==> config.mk <==
export PLATFORM = sky130hd
export DESIGN_NAME = hilo_muldiv_ctrl
export DESIGN_NICKNAME = d
export VERILOG_FILES = /design/src/rtl/hilo_muldiv_ctrl.sv
export SDC_FILE = /design/constraint.sdc
export NUM_CORES = 2
export LEC_CHECK = 0
export ABC_AREA = 1
export ABC_CLOCK_PERIOD_IN_PS = 16900
export BUFFER_PORTS_ARGS = -buffer_cell sky130_fd_sc_hd__buf_2
export CAP_MARGIN = 25
export CELL_PAD_IN_SITES_DETAIL_PLACEMENT = 2
export CELL_PAD_IN_SITES_GLOBAL_PLACEMENT = 2
export CORE_MARGIN = 10
export CORE_UTILIZATION = 42
export DETAILED_ROUTE_END_ITERATION = 10
export GPL_TIMING_DRIVEN = 0
export HOLD_SLACK_MARGIN = 0.05
export PLACE_DENSITY_LB_ADDON = 0.1
export SLEW_MARGIN = 20
export SYNTH_ARGS = -nofsm -noshare
export SYNTH_HDL_FRONTEND = slang
export SYNTH_SLANG_ARGS = --single-unit
==> constraint.sdc <==
create_clock -name clk -period 16.9 [get_ports clk]
set_clock_uncertainty 0.1 [all_clocks]
set_input_delay 1.69 -clock clk [delete_from_list [all_inputs] [get_ports clk]]
set_output_delay 1.69 -clock clk [all_outputs]
set_load 0.01 [all_outputs]
==> src/rtl/hilo_muldiv_ctrl.sv <==
// HI/LO write sequencer: latency-counted multiplier, restoring radix-2 divider,
// and MTHI/MTLO pass-through, with pipeline stall and one write pulse per op.
module hilo_muldiv_ctrl #(
    parameter int MUL_LAT  = 2,
    parameter int DIV_ITER = 32
) (
    input  logic        clk,
    input  logic        rst,
    input  logic        op_valid,
    input  logic [2:0]  op,
    input  logic [31:0] src_a,
    input  logic [31:0] src_b,
    input  logic        flush,
    output logic        op_ready,
    output logic        stall,
    output logic        whi,
    output logic        wlo,
    output logic [31:0] wHiData,
    output logic [31:0] wLoData,
    output logic        div_by_zero
);

    localparam int CNT_MAX = (MUL_LAT > DIV_ITER) ? MUL_LAT : DIV_ITER;
    localparam int CNT_W   = $clog2(CNT_MAX + 1);
    localparam logic [CNT_W-1:0] MUL_LAST = CNT_W'(MUL_LAT - 1);
    localparam logic [CNT_W-1:0] DIV_LAST = CNT_W'(DIV_ITER - 1);

    localparam logic [2:0] OP_MULT  = 3'b000;
    localparam logic [2:0] OP_MULTU = 3'b001;
    localparam logic [2:0] OP_DIV   = 3'b010;
    localparam logic [2:0] OP_DIVU  = 3'b011;
    localparam logic [2:0] OP_MTHI  = 3'b100;
    localparam logic [2:0] OP_MTLO  = 3'b101;

    typedef enum logic [1:0] {IDLE, MUL, DIV, DONE} state_t;

    state_t            state_reg;
    logic [CNT_W-1:0]  cnt_reg;
    logic [31:0]       mul_a_reg;
    logic [31:0]       mul_b_reg;
    logic              mul_signed_reg;
    logic [31:0]       quot_reg;
    logic [31:0]       rem_reg;
    logic [31:0]       dvsr_reg;
    logic              neg_q_reg;
    logic              neg_r_reg;

    logic              accept;
    logic              div_signed;
    logic [31:0]       a_mag;
    logic [31:0]       b_mag;
    logic signed [63:0] mul_a_ext;
    logic signed [63:0] mul_b_ext;
    logic [63:0]       mul_prod;
    logic [32:0]       div_shift;
    logic [32:0]       div_diff;
    logic              div_ge;
    logic [31:0]       rem_next;
    logic [31:0]       quot_next;
    logic [31:0]       quot_fin;
    logic [31:0]       rem_fin;

    assign op_ready = (state_reg == IDLE) && !rst;
    assign accept   = op_valid && op_ready && !flush;
    assign stall    = (state_reg == MUL) || (state_reg == DIV) || (accept && !op[2]);

    // Sign-extend only for MULT so one 64-bit product serves both flavours.
    assign mul_a_ext = {{32{mul_signed_reg & mul_a_reg[31]}}, mul_a_reg};
    assign mul_b_ext = {{32{mul_signed_reg & mul_b_reg[31]}}, mul_b_reg};
    assign mul_prod  = mul_a_ext * mul_b_ext;

    assign div_signed = (op == OP_DIV);
    assign a_mag      = (div_signed && src_a[31]) ? -src_a : src_a;
    assign b_mag      = (div_signed && src_b[31]) ? -src_b : src_b;

    // Remainder stays below the divisor, so bit 32 of the difference is the borrow.
    assign div_shift = {rem_reg, quot_reg[31]};
    assign div_diff  = div_shift - {1'b0, dvsr_reg};
    assign div_ge    = !div_diff[32];
    assign rem_next  = div_ge ? div_diff[31:0] : div_shift[31:0];
    assign quot_next = {quot_reg[30:0], div_ge};
    assign quot_fin  = neg_q_reg ? -quot_next : quot_next;
    assign rem_fin   = neg_r_reg ? -rem_next : rem_next;

    always_ff @(posedge clk) begin
        if (rst) begin
            state_reg      <= IDLE;
            cnt_reg        <= '0;
            mul_a_reg      <= '0;
            mul_b_reg      <= '0;
            mul_signed_reg <= 1'b0;
            quot_reg       <= '0;
            rem_reg        <= '0;
            dvsr_reg       <= '0;
            neg_q_reg      <= 1'b0;
            neg_r_reg      <= 1'b0;
            whi            <= 1'b0;
            wlo            <= 1'b0;
            wHiData        <= '0;
            wLoData        <= '0;
            div_by_zero    <= 1'b0;
        end else begin
            whi         <= 1'b0;
            wlo         <= 1'b0;
            div_by_zero <= 1'b0;
            case (state_reg)
                IDLE: begin
                    if (accept) begin
                        case (op)
                            OP_MULT, OP_MULTU: begin
                                mul_a_reg      <= src_a;
                                mul_b_reg      <= src_b;
                                mul_signed_reg <= (op == OP_MULT);
                                cnt_reg        <= '0;
                                state_reg      <= MUL;
                            end
                            OP_DIV, OP_DIVU: begin
                                if (src_b == 32'd0) begin
                                    whi         <= 1'b1;
                                    wlo         <= 1'b1;
                                    wHiData     <= src_a;
                                    wLoData     <= 32'hFFFF_FFFF;
                                    div_by_zero <= 1'b1;
                                    state_reg   <= DONE;
                                end else begin
                                    quot_reg  <= a_mag;
                                    rem_reg   <= '0;
                                    dvsr_reg  <= b_mag;
                                    neg_q_reg <= div_signed && (src_a[31] ^ src_b[31]);
                                    neg_r_reg <= div_signed && src_a[31];
                                    cnt_reg   <= '0;
                                    state_reg <= DIV;
                                end
                            end
                            OP_MTHI: begin
                                whi     <= 1'b1;
                                wHiData <= src_a;
                            end
                            OP_MTLO: begin
                                wlo     <= 1'b1;
                                wLoData <= src_a;
                            end
                            default: ;
                        endcase
                    end
                end
                MUL: begin
                    if (flush) begin
                        state_reg <= IDLE;
                    end else if (cnt_reg == MUL_LAST) begin
                        whi       <= 1'b1;
                        wlo       <= 1'b1;
                        wHiData   <= mul_prod[63:32];
                        wLoData   <= mul_prod[31:0];
                        state_reg <= DONE;
                    end else begin
                        cnt_reg <= cnt_reg + 1'b1;
                    end
                end
                DIV: begin
                    if (flush) begin
                        state_reg <= IDLE;
                    end else begin
                        quot_reg <= quot_next;
                        rem_reg  <= rem_next;
                        if (cnt_reg == DIV_LAST) begin
                            whi       <= 1'b1;
                            wlo       <= 1'b1;
                            wHiData   <= rem_fin;
                            wLoData   <= quot_fin;
                            state_reg <= DONE;
                        end else begin
                            cnt_reg <= cnt_reg + 1'b1;
                        end
                    end
                end
                default: state_reg <= IDLE;
            endcase
        end
    end

endmodule

==> metrics.md <==
| Metric | Value |
|---|---|
| Routed vias/inst | `6.38` |
| MaxCap Viol Count | `4` |
| Vias in the first global route | `67200` |
| Final worst path period need | `12.70 ns` |
| Seq/Total Area, Yosys | `8.56%` |
| Synth Warn # | `0` |
| CTS H-tree depth | `1` |
| Clock root cell | `clkbuf_16` |
| Failing checks | `capacitance limit, slew limit` |
| GRT Util Overall | `46.1%` |
| Synth Register Bits | `238` |
| Syn Inst Count | `7526` |
| 1st-iter DRT viols | `6960` |
| CTS Buf Count | `29` |
| Ratio of cells with drive above 1 in the final layout | `4.61%` |
| GR Overflow Total | `0` |
| Slew headroom | `-31.4%` |
| Post-CTS Hold Fix Bufs | `0` |
| Wire per inst | `39.2 µm` |
| # IOs | `140` |
| Startpoint types | `register` |
| Final setup TNS | `0 ns` |
| CP max stage cell | `clkbuf_1` |
| Largest net degree at the start of global routing | `25` |
| Worst path max stage delay | `1.48 ns` |
| Final setup violation count | `0` |
| CTS tree | `yes` |
| Vias post-DR | `60900` |
| Crit. End Element | `register` |
| FMAX | `78.7 MHz` |
| Async S/R FF share, synth | `0%` |
| Design area | `0.0601 mm²` |
| Cell Rows | `133` |
| CP bufs+invs | `8` |
| Core Region | `0.132 mm²` |
| CP delay by family, top | `adder cells` |
| Leak pwr | `31.3 nW` |
| Area growth from synthesis to layout | `7.93%` |
| PD cells | `53.0 mW/mm²` |
| Top area cells in the synthesized netlist | `fa_1 (41%), inv_1 (13%), nand2_1 (13%)` |
| Gpl congestion | `1.00` |
| Clock Sinks | `238` |
| Yosys top cell by area | `fa_1` |
| CP Data Arrival Time | `13.10 ns` |
| Status | `finished with violations` |
| DRT Pass-1 Iters | `6` |
| Mapped Area | `0.0557 mm²` |
| Final wirelength | `374 mm` |
| Die area | `0.147 mm²` |
| Synth top area share | `40.5%` |
| CP max FO | `10` |
| Syn_nets | `8977` |
| Fin. max-slew vios | `39` |
| Worst setup path class | `reg2reg` |
| Post-CTS setup buffer count | `0` |
| VDD IR max | `0.0000937 V` |
| Global-route wire length before repair | `490 mm` |
| Commonest register cell after synthesis | `dfxtp_1` |
| Post-route ant nets | `0` |
| RSZ-0062 raised after global routing | `no` |
| Number of gates resized after CTS | `0` |
| Post-synth EDFFs | `0` |
| Most common cell after layout, fill and taps aside | `inv_1` |
| Post-synthesis cell type count | `63` |
| Top cell by count, worst path | `fa_1` |
| Nets | `9176` |
| Hold Fails Final Rpt | `0` |
| Slew @ Worst Pin | `1.97 ns` |
| Drt drc | `0` |
| Port Buffers | `138` |
| Worst-Skew Late Latency | `0.65 ns` |
| Hold crit path type | `reg2reg` |
| Clk slew on worst S/H paths | `0.06 ns` |
| Die Wd | `384 µm` |
| Mean Syn Cell Area | `7.39 µm²` |
| Initial antenna violation count | `55` |
| Critical Path RT | `17.30 ns` |
| Initial core utilization | `42.3%` |
| Tcrit/Tclk final | `75.2%` |
| Most frequent cells in the layout | `inv_1 (1908), nand2_1 (1873), fa_1 (1125)` |
| HPWL Detailed | `270 mm` |
| Die Ht | `384 µm` |
| Post-DP Area | `0.0586 mm²` |
| CTS Buffer Depth | `3` |
worst paths after layout:
path,start,to,slack [ns],cells past startpoint
setup / recovery,mul_a_reg[28]$_SDFFE_PP0P_,wHiData[22]$_SDFFE_PP0P_,4.20,28
hold / removal,wHiData[22]$_SDFFE_PP0P_,wHiData[22]$_SDFFE_PP0P_,0.37,2
setup reg to reg,mul_a_reg[28]$_SDFFE_PP0P_,wHiData[22]$_SDFFE_PP0P_,4.20,28
hold reg to reg,wHiData[22]$_SDFFE_PP0P_,wHiData[22]$_SDFFE_PP0P_,0.37,2
report_power, final:
part	total, W	leakage (nW)	internal, W	switching [W]
Sequential	0.000677	1.92	0.000622	0.0000550
Clock	0.000723	0.494	0.000414	0.000309
Combinational	0.00179	28.8	0.000421	0.00136
synthesized netlist by cell type, types with 12 or more instances:
master / n
a21o_1: 12
a21oi_1: 414
a31oi_1: 44
clkbuf_1: 365
dfxtp_1: 238
fa_1: 1126
ha_1: 254
inv_1: 1908
nand2_1: 1873
nand2_2: 17
nand3_1: 236
nand3b_1: 14
nand4_1: 35
nor2_1: 340
nor3_1: 49
o2111ai_1: 12
o211ai_1: 21
o21ai_0: 268
o21bai_1: 15
o31ai_1: 12
or2_2: 17
xnor2_1: 31
xor2_1: 65
layout make-up:
type                            count  area (µm²)
Inverter                         1921        7210
Timing Repair Buffer              168        1060
Multi-Input combinational cell   4974       42100
Sequential cell                   238        4760
Buffer                            393        1600
Tap cell                         1755        2200
Fill cell                       15600       71600
Antenna cell                       41         103
Clock buffer                       33         761
Clock inverter                     15         253
worst min-delay path: stages (launching register included):
cell and delay [ns]:
dfxtp_1 0.31, nand2_1 0.06, a21oi_1 0.06
kinds of logic (layout without fill, tap and decap cells):
logic type | count (synthesis) | in the layout | synth area share (%)
compound gates | 862 | 862 | 8.56
xor+xnor | 96 | 96 | 1.51
fa+ha+maj | 1380 | 1380 | 46.2
flops | 238 | 238 | 8.56
buf+inv | 2314 | 2530 | 15.8
other cells | 0 | 41 | 0
simple gates | 2636 | 2636 | 19.4
metrics by stage:
stage | std cells | utilization, % | setup WS, ns | hold WS, ns | total power (W)
after global placement | 9419 | 44.5 | 6.17 | 0.351 | 0.00232
final | 9538 | 45.6 | 4.20 | 0.368 | 0.00319
after floorplan | 7526 | - | 9.20 | 0.330 | 0.00159
after detailed placement | 9426 | 44.6 | 6.09 | 0.363 | 0.00237
after global routing | 9509 | 45.6 | 4.49 | 0.395 | 0.00328
after CTS | 9474 | 45.3 | 5.81 | 0.375 | 0.00310
layer usage:
layer / track usage [%] / up-vias / wire length, µm
met5: 0.325 / - / 953
met4: 44.0 / 74 / 49400
met3: 14.5 / 2975 / 44400
met2: 73.8 / 5264 / 162000
met1: 47.7 / 30000 / 117000
li1: - / 22500 / -
No activity file was read; power rests on OpenSTA's default activity.
